$ cat src/rtl/mips_ctl_defs.sv
// Shared definitions for the multi-cycle MIPS control unit and its datapath.
// Holds the controller state codes, the opcode constants, the encodings of
// the ALUop / ALUsrcB / PCSource selects, and the opcode-to-first-state
// decode shared by the sequencer and the output decoder.
package mips_ctl_defs;

  typedef enum logic [3:0] {
    S_FETCH  = 4'd0,
    S_DECODE = 4'd1,
    S_MEMADR = 4'd2,
    S_MEMRD  = 4'd3,
    S_MEMWB  = 4'd4,
    S_MEMWR  = 4'd5,
    S_EXEC   = 4'd6,
    S_RWB    = 4'd7,
    S_BRANCH = 4'd8,
    S_JUMP   = 4'd9,
    S_ADDIEX = 4'd10,
    S_ADDIWB = 4'd11
  } state_e;

  localparam logic [5:0] OPC_LW    = 6'b100011;
  localparam logic [5:0] OPC_SW    = 6'b101011;
  localparam logic [5:0] OPC_RTYPE = 6'b000000;
  localparam logic [5:0] OPC_BEQ   = 6'b000100;
  localparam logic [5:0] OPC_BNE   = 6'b000101;
  localparam logic [5:0] OPC_J     = 6'b000010;
  localparam logic [5:0] OPC_ADDI  = 6'b001000;

  localparam logic [1:0] ALUOP_ADD   = 2'b00;
  localparam logic [1:0] ALUOP_SUB   = 2'b01;
  localparam logic [1:0] ALUOP_FUNCT = 2'b10;

  localparam logic [1:0] SRCB_REG   = 2'd0;
  localparam logic [1:0] SRCB_FOUR  = 2'd1;
  localparam logic [1:0] SRCB_IMM   = 2'd2;
  localparam logic [1:0] SRCB_SHIMM = 2'd3;

  localparam logic [1:0] PCSRC_ALU    = 2'd0;
  localparam logic [1:0] PCSRC_ALUOUT = 2'd1;
  localparam logic [1:0] PCSRC_JUMP   = 2'd2;

  // State entered from DECODE for a 6-bit opcode. S_FETCH doubles as the
  // "illegal opcode" answer, since unknown opcodes simply go back to fetch.
  function automatic state_e decode_target(input logic [5:0] op,
                                           input logic       ext_ops);
    state_e tgt;
    tgt = S_FETCH;
    case (op)
      OPC_LW, OPC_SW: tgt = S_MEMADR;
      OPC_RTYPE:      tgt = S_EXEC;
      OPC_BEQ:        tgt = S_BRANCH;
      OPC_BNE:        tgt = ext_ops ? S_BRANCH : S_FETCH;
      OPC_J:          tgt = S_JUMP;
      OPC_ADDI:       tgt = ext_ops ? S_ADDIEX : S_FETCH;
      default:        tgt = S_FETCH;
    endcase
    return tgt;
  endfunction

endpackage

$ cat src/rtl/multi_ctl_outdec.sv
// Output decoder of the multi-cycle control unit.
// Purely combinational: turns the current state, the live opcode, the
// opcode latched in DECODE and the (possibly gated) memory-ready flag into
// the datapath strobes and selects.
// Ports:
//   state      in   current controller state
//   op         in   live opcode (only looked at in DECODE, for illegal_op)
//   op_q       in   opcode latched in DECODE (selects BranchNe)
//   mem_ok     in   memory access completes this cycle
//   PCWrite..RegDst, ALUsrcB, ALUop, PCSource  out  datapath controls
//   illegal_op out   high in DECODE when the opcode is not recognised
module multi_ctl_outdec
  import mips_ctl_defs::*;
#(
  parameter int unsigned OP_W    = 6,
  parameter bit          EXT_OPS = 1'b1
) (
  input  state_e          state,
  input  logic [OP_W-1:0] op,
  input  logic [OP_W-1:0] op_q,
  input  logic            mem_ok,
  output logic            PCWrite,
  output logic            PCWriteCond,
  output logic            BranchNe,
  output logic            IorD,
  output logic            MemRead,
  output logic            MemWrite,
  output logic            MemtoReg,
  output logic            IRWrite,
  output logic            ALUsrcA,
  output logic            RegWrite,
  output logic            RegDst,
  output logic [1:0]      ALUsrcB,
  output logic [1:0]      ALUop,
  output logic [1:0]      PCSource,
  output logic            illegal_op
);

  logic op_illegal;

  // Everything defaults to 0 so each state only names what it asserts;
  // unused state codes fall through with all outputs low.
  always_comb begin
    op_illegal = (decode_target(op[5:0], EXT_OPS) == S_FETCH);
    // Opcode bits above the 6-bit field must be zero to be recognised.
    if (op != OP_W'(op[5:0])) op_illegal = 1'b1;

    PCWrite     = 1'b0;
    PCWriteCond = 1'b0;
    BranchNe    = 1'b0;
    IorD        = 1'b0;
    MemRead     = 1'b0;
    MemWrite    = 1'b0;
    MemtoReg    = 1'b0;
    IRWrite     = 1'b0;
    ALUsrcA     = 1'b0;
    RegWrite    = 1'b0;
    RegDst      = 1'b0;
    ALUsrcB     = SRCB_REG;
    ALUop       = ALUOP_ADD;
    PCSource    = PCSRC_ALU;
    illegal_op  = 1'b0;

    case (state)
      S_FETCH: begin
        MemRead = 1'b1;
        ALUsrcB = SRCB_FOUR;
        // Only capture the instruction and bump the PC when the read lands.
        IRWrite = mem_ok;
        PCWrite = mem_ok;
      end
      S_DECODE: begin
        ALUsrcB    = SRCB_SHIMM;
        illegal_op = op_illegal;
      end
      S_MEMADR, S_ADDIEX: begin
        ALUsrcA = 1'b1;
        ALUsrcB = SRCB_IMM;
      end
      S_MEMRD: begin
        MemRead = 1'b1;
        IorD    = 1'b1;
      end
      S_MEMWR: begin
        MemWrite = 1'b1;
        IorD     = 1'b1;
      end
      S_MEMWB: begin
        RegWrite = 1'b1;
        MemtoReg = 1'b1;
      end
      S_EXEC: begin
        ALUsrcA = 1'b1;
        ALUop   = ALUOP_FUNCT;
      end
      S_RWB: begin
        RegWrite = 1'b1;
        RegDst   = 1'b1;
      end
      S_ADDIWB: begin
        RegWrite = 1'b1;
      end
      S_BRANCH: begin
        ALUsrcA     = 1'b1;
        ALUop       = ALUOP_SUB;
        PCWriteCond = 1'b1;
        PCSource    = PCSRC_ALUOUT;
        BranchNe    = (op_q == OP_W'(OPC_BNE));
      end
      S_JUMP: begin
        PCWrite  = 1'b1;
        PCSource = PCSRC_JUMP;
      end
      default: ;
    endcase
  end

endmodule

$ cat src/rtl/multi_ctl.sv
// Multi-cycle MIPS control unit (Moore sequencer with mem_ready gating).
// Holds the state register and the opcode latch; output decode lives in
// multi_ctl_outdec.
// Ports:
//   clk         in   clock, rising edge
//   rst_n       in   asynchronous active-low reset
//   OP          in   opcode, sampled in DECODE
//   mem_ready   in   memory access completes this cycle
//   PCWrite..RegDst  out  1-bit datapath strobes/selects
//   ALUsrcB, ALUop, PCSource  out  2-bit selects
//   state       out  current state code (debug)
//   illegal_op  out  pulse in DECODE on an unknown opcode
module multi_ctl
  import mips_ctl_defs::*;
#(
  parameter int unsigned OP_W        = 6,
  parameter bit          MEM_WAIT_EN = 1'b1,
  parameter bit          EXT_OPS     = 1'b1
) (
  input  logic            clk,
  input  logic            rst_n,
  input  logic [OP_W-1:0] OP,
  input  logic            mem_ready,
  output logic            PCWrite,
  output logic            PCWriteCond,
  output logic            BranchNe,
  output logic            IorD,
  output logic            MemRead,
  output logic            MemWrite,
  output logic            MemtoReg,
  output logic            IRWrite,
  output logic            ALUsrcA,
  output logic            RegWrite,
  output logic            RegDst,
  output logic [1:0]      ALUsrcB,
  output logic [1:0]      ALUop,
  output logic [1:0]      PCSource,
  output logic [3:0]      state,
  output logic            illegal_op
);

  state_e          state_q, state_d;
  state_e          op_target;
  logic [OP_W-1:0] op_q, op_d;
  logic            mem_ok;

  // With waiting disabled the memory is assumed to always answer at once.
  assign mem_ok = MEM_WAIT_EN ? mem_ready : 1'b1;
  assign state  = state_q;

  // Next state and opcode latch. The opcode is only captured in DECODE so
  // that later sequencing ignores whatever the datapath puts on OP.
  always_comb begin
    op_target = decode_target(OP[5:0], EXT_OPS);
    if (OP != OP_W'(OP[5:0])) op_target = S_FETCH;

    state_d = state_q;
    op_d    = op_q;
    case (state_q)
      S_FETCH:  if (mem_ok) state_d = S_DECODE;
      S_DECODE: begin
        op_d    = OP;
        state_d = op_target;
      end
      S_MEMADR: state_d = (op_q == OP_W'(OPC_LW)) ? S_MEMRD : S_MEMWR;
      S_MEMRD:  if (mem_ok) state_d = S_MEMWB;
      S_MEMWR:  if (mem_ok) state_d = S_FETCH;
      S_EXEC:   state_d = S_RWB;
      S_ADDIEX: state_d = S_ADDIWB;
      S_MEMWB, S_RWB, S_ADDIWB, S_BRANCH, S_JUMP: state_d = S_FETCH;
      default:  state_d = S_FETCH;
    endcase
  end

  // Reset is asynchronous so an in-flight memory write is dropped at once.
  always_ff @(posedge clk or negedge rst_n) begin
    if (!rst_n) begin
      state_q <= S_FETCH;
      op_q    <= '0;
    end else begin
      state_q <= state_d;
      op_q    <= op_d;
    end
  end

  multi_ctl_outdec #(
    .OP_W    (OP_W),
    .EXT_OPS (EXT_OPS)
  ) u_outdec (
    .state       (state_q),
    .op          (OP),
    .op_q        (op_q),
    .mem_ok      (mem_ok),
    .PCWrite     (PCWrite),
    .PCWriteCond (PCWriteCond),
    .BranchNe    (BranchNe),
    .IorD        (IorD),
    .MemRead     (MemRead),
    .MemWrite    (MemWrite),
    .MemtoReg    (MemtoReg),
    .IRWrite     (IRWrite),
    .ALUsrcA     (ALUsrcA),
    .RegWrite    (RegWrite),
    .RegDst      (RegDst),
    .ALUsrcB     (ALUsrcB),
    .ALUop       (ALUop),
    .PCSource    (PCSource),
    .illegal_op  (illegal_op)
  );

endmodule

$ cat config.mk
export PLATFORM = sky130hd
export DESIGN_NAME = multi_ctl
export DESIGN_NICKNAME = d
export VERILOG_FILES = /design/src/rtl/mips_ctl_defs.sv /design/src/rtl/multi_ctl_outdec.sv /design/src/rtl/multi_ctl.sv
export SDC_FILE = /design/constraint.sdc
export NUM_CORES = 1
export LEC_CHECK = 0
export BUFFER_PORTS_ARGS = -buffer_cell sky130_fd_sc_hd__buf_2
export CAP_MARGIN = 20
export CORE_MARGIN = 4
export CORE_UTILIZATION = 46
export CTS_CLUSTER_SIZE = 24
export DETAILED_ROUTE_END_ITERATION = 6
export PLACE_DENSITY_LB_ADDON = 0.3
export SYNTH_ARGS = -nofsm -noshare
export SYNTH_HDL_FRONTEND = slang
export SYNTH_SLANG_ARGS = --single-unit
$ cat constraint.sdc
create_clock -name clk -period 2.1 [get_ports clk]
set_clock_uncertainty 0.2 [all_clocks]
set_input_delay 0.42 -clock clk [delete_from_list [all_inputs] [get_ports clk]]
set_output_delay 0.42 -clock clk [all_outputs]
set_load 0.01 [all_outputs]
==> results of run 1 <==
-- placed cells by master (no fill, tap or decap), types with 3 or more instances in the layout --
master | Yosys | routed
nor3_1 | 5 | 4
mux2_2 | 5 | 5
nand2_1 | 3 | 3
nand2b_1 | 5 | 3
clkbuf_4 | 0 | 3
buf_2 | 2 | 30
dfrtp_2 | 0 | 3
dfrtp_1 | 10 | 7
buf_4 | 2 | 11
nor3b_1 | 5 | 5
nor2_1 | 9 | 8
o21ai_0 | 7 | 7
a21oi_1 | 6 | 5
nor2b_1 | 4 | 4
-- registers in the layout, indices dropped and copies added (netlist names) --
| register | cells |
|---|---|
| op_q | 6 |
| state | 4 |
-- per-layer routing --
| metal | part of all wire, % | GRT usage, % | vias up |
|---|---|---|---|
| met5 | 0 | 0 | - |
| met4 | 2.8 | 13.4 | 0 |
| met3 | 9.5 | 4.06 | 5 |
| met2 | 49 | 37.7 | 43 |
| met1 | 38 | 25.6 | 381 |
| li1 | - | - | 400 |
-- final timing paths --
kind,endpoint,from,slack [ns],depth (start not counted)
min in group asynchronous,state[2],rst_n,0.34,2
worst max register to register,state[3],state[1],0.42,3
worst max-delay path,PCWrite,state[3],0.02,4
worst min-delay path,op_q[5],OP[5],0.26,2
worst min register to register,op_q[0],op_q[0],0.31,1
max in group asynchronous,state[1],rst_n,1.14,2
-- power groups by stage --
stage	Sequential [mW]	Clock (mW)	Combinational (mW)
floorplan	0.258	0	0.137
global placement	0.265	0	0.206
detailed placement	0.267	0	0.210
CTS	0.261	0.137	0.233
global route	0.268	0.151	0.277
finish	0.262	0.130	0.248
-- what timing repair did --
action	4_1_cts	5_1_grt
buffers inserted	5	2
hold buffers	1	0
gates cloned	0	0
endpoints found under the hold margin	10	0
endpoints found under the setup margin	4	7
gates resized for setup	5	8
pin swaps	1	2
-- layout make-up --
cell class              instances  area, um2
well taps                      16       20.0
clock buffers                   3       22.5
inverters                       2       7.51
fillers                       126        458
multi-input cells              72        502
flip-flops and latches         10        254
repair buffers                 42        243
-- per-stage QoR --
step	worst slack (ns)	instances	cell area [um2]
final	0.0214	145	1050
after global routing	-0.0783	145	1050
after CTS	-0.00549	143	1000
after detailed placement	0.137	134	918
after global placement	0.198	134	918
after floorplan	0.103	89	747
-- worst max-delay path, cell delays in order (launching register included) --
cell and delay, ns:
dfrtp_2 0.45, or2_4 0.27, nor4b_4 0.21, or2_2 0.14
buf_2 0.11
-- logic make-up (layout without fill, tap and decap cells) --
kind of cell | after synthesis | count (layout) | synth area share [%]
compound gates | 21 | 21 | 16.9
xor+xnor | 2 | 2 | 2.37
buf+inv | 7 | 47 | 4.90
flops | 10 | 10 | 33.8
mux | 5 | 5 | 7.60
simple gates | 44 | 44 | 34.5
==> run summary, run 1 <==
Outcome: finished clean
Final hold violations: 0
Max cap viols: 0
Fmax: 481 MHz
Largest cells by area after synthesis: dfrtp_1 34%, mux2_2 7.6%, nor3b_1 5.1%
Most numerous cell in the Yosys netlist: dfrtp_1
Largest net degree at the start of global routing: 14
DP HPWL: 1550 um
Routed Antenna Nets: 0
Layout Utilization: 69.6%
Drt total wl: 2070 um
Std cell rows: 14
Share of cells above drive strength 1: 47.3%
Num Clock Sinks: 10
Kind of critical path: reg -> out
Overflow after GRT: 0
Critical Path End Type: primary output
Comb power frac: 38.8%
Max IR drop VDD: 0.000596 V
CTS max path bufs: 2
Cell internal pwr: 432 uW
Drt drc: 0
Yosys reg bits: 10
Ys Warns: 0
RePlAce Congestion: 0.777
Diode count: 0
Top-area cell type share of the netlist area: 33.8%
Initial Util: 49.2%
Net Sw Frac: 32.5%
Post-synthesis cell type count: 32
Leak: 0.508 nW
Die Y: 48.1 um
Arr. time, crit path: 1.46 ns
Syn avg cell area: 8.32 um2
Vias after detailed routing: 829
Sequential fraction of design power: 40.9%
Setup violators final: 0
CORE AREA: 1510 um2
Primary FF master, synth: dfrtp_1
Sum Neg Setup Slack: 0 ns
CTS tree: done
Total GRT Usage: 22.1%
Post-synthesis sequential area ratio: 33.8%
P per Cell Area: 610 nW/um2
Syn Nets: 98
Vias in the first global route: 800
CTS buffer count: 3
Initial DRT Pass Iterations: 4
H-tree depth: 1
Top cells by count, synth: 10 x dfrtp_1, 9 x nor2_1, 7 x o21ai_0
Clk network pwr share: 20.3%
Cells after synthesis: 89
CP required: 1.48 ns
I/O Buffers: 30
Unrepaired setup endpoints after global routing: true
Initial DRC count: 18
Switch Pwr: 208 uW
CP max FO: 7
EDFF count, synth: 0
Worst skew pair latency: 0.27 ns
Root Driver: clkbuf_4
Clock Pin Slew Worst Setup and Hold Paths: 0.06 ns
Pins Over Slew Limit: 0
Synth area leader: dfrtp_1
Nets@finish: 140
# IOs: 31
First-pass GRT wire length: 3490 um
Initial antenna violation count: 0
Max-slew headroom: 75.9%
Die width: 48.1 um
Fin crit share: 99.0%
CP Launch Type: register
Least-Margin Pin Slew: 0.361 ns
Worst Hold Slack: 0.262 ns
Min cycle time layout: 2.08 ns
Hold Crit Class: in -> reg
Syn-to-layout area delta: 41.6%
Ys async rst share: 100%
Drt via density: 5.72
Die area: 2320 um2
Synthesized area: 741 um2
Overall Power: 640 uW
DR WL/cell: 14.2 um
No activity file was read; power rests on OpenSTA's default activity.
==> run 2: changes to the inputs <==
--- a/config.mk
+++ b/config.mk
@@ -8,9 +8,10 @@
 export BUFFER_PORTS_ARGS = -buffer_cell sky130_fd_sc_hd__buf_2
 export CAP_MARGIN = 20
 export CORE_MARGIN = 4
-export CORE_UTILIZATION = 46
+export CORE_UTILIZATION = 45
 export CTS_CLUSTER_SIZE = 24
 export DETAILED_ROUTE_END_ITERATION = 6
+export MAX_ROUTING_LAYER = met4
 export PLACE_DENSITY_LB_ADDON = 0.3
 export SYNTH_ARGS = -nofsm -noshare
 export SYNTH_HDL_FRONTEND = slang
==> run summary, run 2 (synthesized netlist as in run 1, its figures left out) <==
Fin crit share: 100% (+1.3 points)
Violated checks: negative setup slack
CTS buffer count: 3 (unchanged)
CORE AREA: 1520 um2 (+1.2%)
Unrepaired setup endpoints after global routing: true
CP max FO: 5 (-2)
Largest net degree at the start of global routing: 14 (unchanged)
Fillers: 125 (-0.79%)
I/O Buffers: 30 (unchanged)
First-pass GRT wire length: 3270 um (-6.3%)
Diode count: 0 (unchanged)
Commonest non-fill, non-tap cell in the layout: buf_2
Hold Crit Class: in -> reg
Worst setup margin: -0.00587 ns (-0.0273 ns)
Routed Antenna Nets: 0 (unchanged)
Max-slew headroom: 76.1% (+0.28 points)
Outcome: finished with violations
Nets@finish: 142 (+1.4%)
P per Cell Area: 642 nW/um2 (+5.2%)
Critical path endpoint: PCWrite
Pins Over Slew Limit: 0 (unchanged)
Vias after detailed routing: 826 (-0.36%)
Min cycle time layout: 2.11 ns (+0.0273 ns)
R2r setup slk: 0.42 ns (about the same)
# IOs: 31 (unchanged)
RePlAce Congestion: 0.786 (+1.1%)
Placed Cells: 135 (+0.75%)
R2R Path End: state[3]
Worst skew pair latency: 0.27 ns (about the same)
Leak: 0.531 nW (+4.5%)
Syn-to-layout area delta: 45.8%
Critical Path Stages: 4 (unchanged)
Drt total wl: 2010 um (-2.8%)
Initial DRC count: 21 (+3)
Max IR drop VDD: 0.000496 V (-17%)
CP required: 1.48 ns (about the same)
Num Clock Sinks: 10 (unchanged)
Drt via density: 5.58 (-2.4%)
Initial Util: 48.6% (-0.57 points)
Initial DRT Pass Iterations: 4 (unchanged)
Std cell rows: 14 (unchanged)
Top delay family on crit path: simple AND/OR/NAND/NOR gates
Critical Path End Type: primary output
Crit path largest cell delay: 0.42 ns (-0.03 ns)
Fmax: 475 MHz (-1.3%)
Clock Pin Slew Worst Setup and Hold Paths: 0.07 ns (about the same)
Die width: 48.6 um (+0.92%)
CTS max path bufs: 2 (unchanged)
CP Launch Type: register
Setup violators final: 1 (+1)
Final hold violations: 0 (unchanged)
Vias in the first global route: 772 (-3.5%)
CTS tree: done
Worst Hold Slack: 0.263 ns (+0.000377 ns)
Initial antenna violation count: 0 (unchanged)
Total GRT Usage: 17.4% (-4.8 points)
DR WL/cell: 13.6 um (-4.7%)
Die Y: 48.6 um (+0.92%)
CP Cell Sequence: or2_4 -> nor4b_4 -> or2_4 -> buf_6
Worst path bufs/invs: 1 (unchanged)
Die area: 2360 um2 (+1.9%)
CP Launch Point: state[2]
Max reg flops: 6 (unchanged)
Slowest stage cell, crit path: dfrtp_1
Largest Register: op_q
Share of cells above drive strength 1: 48.5% (+1.2 points)
Least-Margin Pin Slew: 0.357 ns (-0.00419 ns)
Drt drc: 0 (unchanged)
Most frequent CP cell: or2_4
H-tree depth: 1 (unchanged)
Commonest cells after routing, fill and taps aside: 29 x buf_2, 13 x buf_4, 8 x nor2_1
Reg-to-Reg Start: state[1]
Overflow after GRT: 0 (unchanged)
Root Driver: clkbuf_4
Kind of critical path: reg -> out
Cells on worst reg2reg path: 3 (unchanged)
Post-Layout Cell Count: 148 (+2.1%)
DP HPWL: 1480 um (-4.9%)
Layout Utilization: 70.9% (+1.3 points)
Arr. time, crit path: 1.49 ns (+0.03 ns)
Max cap viols: 0 (unchanged)
[run 2: changes by cell type in the layout (fill, tap and decap cells not counted)]
| cell | delta |
|---|---|
| or2_2 | -1 |
| buf_2 | -1 |
| buf_6 | +1 |
| clkbuf_8 | +1 |
| buf_4 | +2 |
| or2_4 | +1 |
| nor3_4 | -1 |
| nor3_2 | +1 |
[run 2: stage by stage]
stage               total power [mW]  TNS [ns]  worst slack, ns  cell area (um2)
floorplan                      0.395         0            0.103              747
global placement               0.471         0            0.193              926
detailed placement             0.476         0            0.149              926
CTS                            0.674  -0.00127         -0.00127             1030
global route                   0.740    -0.152          -0.0663             1080
finish                         0.693  -0.00587         -0.00587             1080
[run 2: worst min-delay path by stage]
stage | cells after the start | endpoint | slack (ns) | from
2_1_floorplan | 0 | op_q[0] | -0.08 | rst_n
3_3_place_gp | 1 | state[2] | 0.09 | rst_n
3_5_place_dp | 1 | state[0] | 0.09 | rst_n
4_1_cts | 2 | op_q[4] | 0.25 | OP[4]
5_1_grt | 2 | op_q[5] | 0.26 | OP[5]
6_report | 2 | op_q[5] | 0.26 | OP[5]
[run 2: final cells by class]
| class | count | area, um2 | share of cell area, % |
|---|---|---|---|
| repair buffers | 44 | 264 | 24.4 |
| multi-input cells | 72 | 498 | 46.1 |
| inverters | 2 | 7.51 | 0.695 |
| flip-flops and latches | 10 | 254 | 23.5 |
| clock buffers | 4 | 36.3 | 3.36 |
| well taps | 16 | 20.0 | 1.85 |
[run 2: routing by layer]
| layer | share of wire [%] | GRT usage, % | wire, um |
|---|---|---|---|
| met5 | 0 | - | 0 |
| met2 | 49 | 28.5 | 976 |
| met1 | 42 | 20.1 | 850 |
| met3 | 7.3 | 3.37 | 146 |
| met4 | 1.8 | 8.52 | 36 |
[run 2: what timing repair did]
item / 4_1_cts / 5_1_grt
buffers inserted: 5 / 3
gates resized for setup: 6 / 7
endpoints found under the setup margin: 4 / 5
hold endpoints to repair: 10 / 0
hold buffers: 1 / 0
cloned: 0 / 0
[run 2: where the power goes]
| part | internal, mW | switching (mW) | leakage, nW |
|---|---|---|---|
| Clock | 0.105 | 0.0683 | 0.0210 |
| Combinational | 0.140 | 0.114 | 0.390 |
| Sequential | 0.234 | 0.0318 | 0.120 |
==> run 3: changes to the inputs <==
--- a/config.mk
+++ b/config.mk
@@ -8,7 +8,7 @@
 export BUFFER_PORTS_ARGS = -buffer_cell sky130_fd_sc_hd__buf_2
 export CAP_MARGIN = 20
 export CORE_MARGIN = 4
-export CORE_UTILIZATION = 45
+export CORE_UTILIZATION = 46
 export CTS_CLUSTER_SIZE = 24
 export DETAILED_ROUTE_END_ITERATION = 6
 export MAX_ROUTING_LAYER = met4
==> run summary, run 3 (synthesized netlist as in run 1, its figures left out) <==
Outcome: finished clean
Syn-to-layout area delta: 41.6%
Vias in the first global route: 800 (+3.6%)
Min cycle time layout: 2.08 ns (-0.0272 ns)
Fin crit share: 99.0% (-1.3 points)
Drt drc: 0 (unchanged)
Share of cells above drive strength 1: 47.3% (-1.2 points)
Nets@finish: 140 (-1.4%)
Initial DRT Pass Iterations: 4 (unchanged)
Routed Antenna Nets: 0 (unchanged)
Top delay family on crit path: simple AND/OR/NAND/NOR gates
First-pass GRT wire length: 3510 um (+7.2%)
CP Launch Type: register
Final hold violations: 0 (unchanged)
Fillers: 126 (+0.80%)
Max IR drop VDD: 0.000595 V (+20%)
CTS tree: done
Die width: 48.1 um (-0.92%)
Least-Margin Pin Slew: 0.341 ns (-0.0165 ns)
RePlAce Congestion: 0.788 (+0.23%)
Max-slew headroom: 77.1% (+0.94 points)
CTS max path bufs: 2 (unchanged)
P per Cell Area: 611 nW/um2 (-4.9%)
I/O Buffers: 30 (unchanged)
Worst path bufs/invs: 1 (unchanged)
Die area: 2320 um2 (-1.8%)
Leak: 0.508 nW (-4.3%)
Initial DRC count: 14 (-33%)
Drt via density: 5.70 (+2.2%)
Diode count: 0 (unchanged)
Placed Cells: 134 (-0.74%)
Largest net degree at the start of global routing: 14 (unchanged)
Kind of critical path: reg -> out
Max reg flops: 6 (unchanged)
Worst skew pair latency: 0.27 ns (about the same)
Pins Over Slew Limit: 0 (unchanged)
DP HPWL: 1550 um (+5.1%)
Layout Utilization: 69.6% (-1.3 points)
Initial Util: 49.2% (+0.57 points)
CP Cell Sequence: or2_4 -> nor4b_4 -> or2_2 -> buf_2
Crit path largest cell delay: 0.45 ns (+0.03 ns)
Std cell rows: 14 (unchanged)
Arr. time, crit path: 1.46 ns (-0.03 ns)
# IOs: 31 (unchanged)
Drt total wl: 2060 um (+2.3%)
CORE AREA: 1510 um2 (-1.1%)
Die Y: 48.1 um (-0.92%)
Sum Neg Setup Slack: 0 ns (+0.00587 ns)
Overflow after GRT: 0 (unchanged)
Vias after detailed routing: 827 (+0.12%)
Initial antenna violation count: 0 (unchanged)
Clock Pin Slew Worst Setup and Hold Paths: 0.06 ns (about the same)
Commonest non-fill, non-tap cell in the layout: buf_2
Fmax: 481 MHz (+1.3%)
Commonest cells after routing, fill and taps aside: 30 x buf_2, 11 x buf_4, 8 x nor2_1
Largest Register: op_q
Unrepaired setup endpoints after global routing: true
H-tree depth: 1 (unchanged)
CP max FO: 7 (+2)
Max cap viols: 0 (unchanged)
CTS buffer count: 3 (unchanged)
Setup violators final: 0 (-1)
Post-Layout Cell Count: 145 (-2.0%)
CP required: 1.48 ns (about the same)
Slowest stage cell, crit path: dfrtp_2
Hold Crit Class: in -> reg
Total GRT Usage: 22.9% (+5.5 points)
Num Clock Sinks: 10 (unchanged)
DR WL/cell: 14.2 um (+4.5%)
Root Driver: clkbuf_4
Critical Path End Type: primary output
## run 3: timing repair
item	CTS	global route
pin swaps	1	2
hold buffers	1	0
gates resized for setup	5	8
setup buffers	5	2
setup endpoints to repair	4	7
endpoints found under the hold margin	10	0
## run 3: path summary, 6_finish.rpt
path / from / slack [ns] / depth (start not counted) / end
setup / recovery: state[3] / 0.02 / 4 / PCWrite
hold / removal: OP[5] / 0.26 / 2 / op_q[5]
setup reg to reg: state[1] / 0.43 / 3 / state[3]
hold reg to reg: op_q[0] / 0.31 / 1 / op_q[0]
max in group asynchronous: rst_n / 1.14 / 2 / state[1]
min in group asynchronous: rst_n / 0.35 / 2 / state[2]
## run 3: report_power, final
part	total [mW]	leakage (nW)	switching [mW]	internal, mW
combinational	0.248	0.374	0.117	0.132
clock	0.130	0.0138	0.0636	0.0662
sequential	0.262	0.120	0.0281	0.234
total	0.640	0.508	0.208	0.432
## run 3: layout make-up
type | instances | area [um2] | area share, %
Sequential cell | 10 | 254 | 24.2
Inverter | 2 | 7.51 | 0.716
Tap cell | 16 | 20.0 | 1.91
Multi-Input combinational cell | 72 | 502 | 47.9
Timing Repair Buffer | 42 | 243 | 23.2
Clock buffer | 3 | 22.5 | 2.15
## run 3: through the flow
step	hold WS [ns]	worst slack (ns)	area, um2	power, mW
2_1_floorplan	-0.0756	0.103	747	0.395
3_3_place_gp	0.0881	0.198	918	0.470
3_5_place_dp	0.0976	0.137	918	0.476
4_1_cts	0.251	-0.00549	1000	0.631
5_1_grt	0.268	-0.0783	1050	0.696
6_report	0.263	0.0214	1050	0.640
## run 3: metal layers
metal	wire length (um)	track usage, %
met1	818	26.3
met2	1010	37.7
met3	165	3.32
met4	57	13.4
met5	0	-
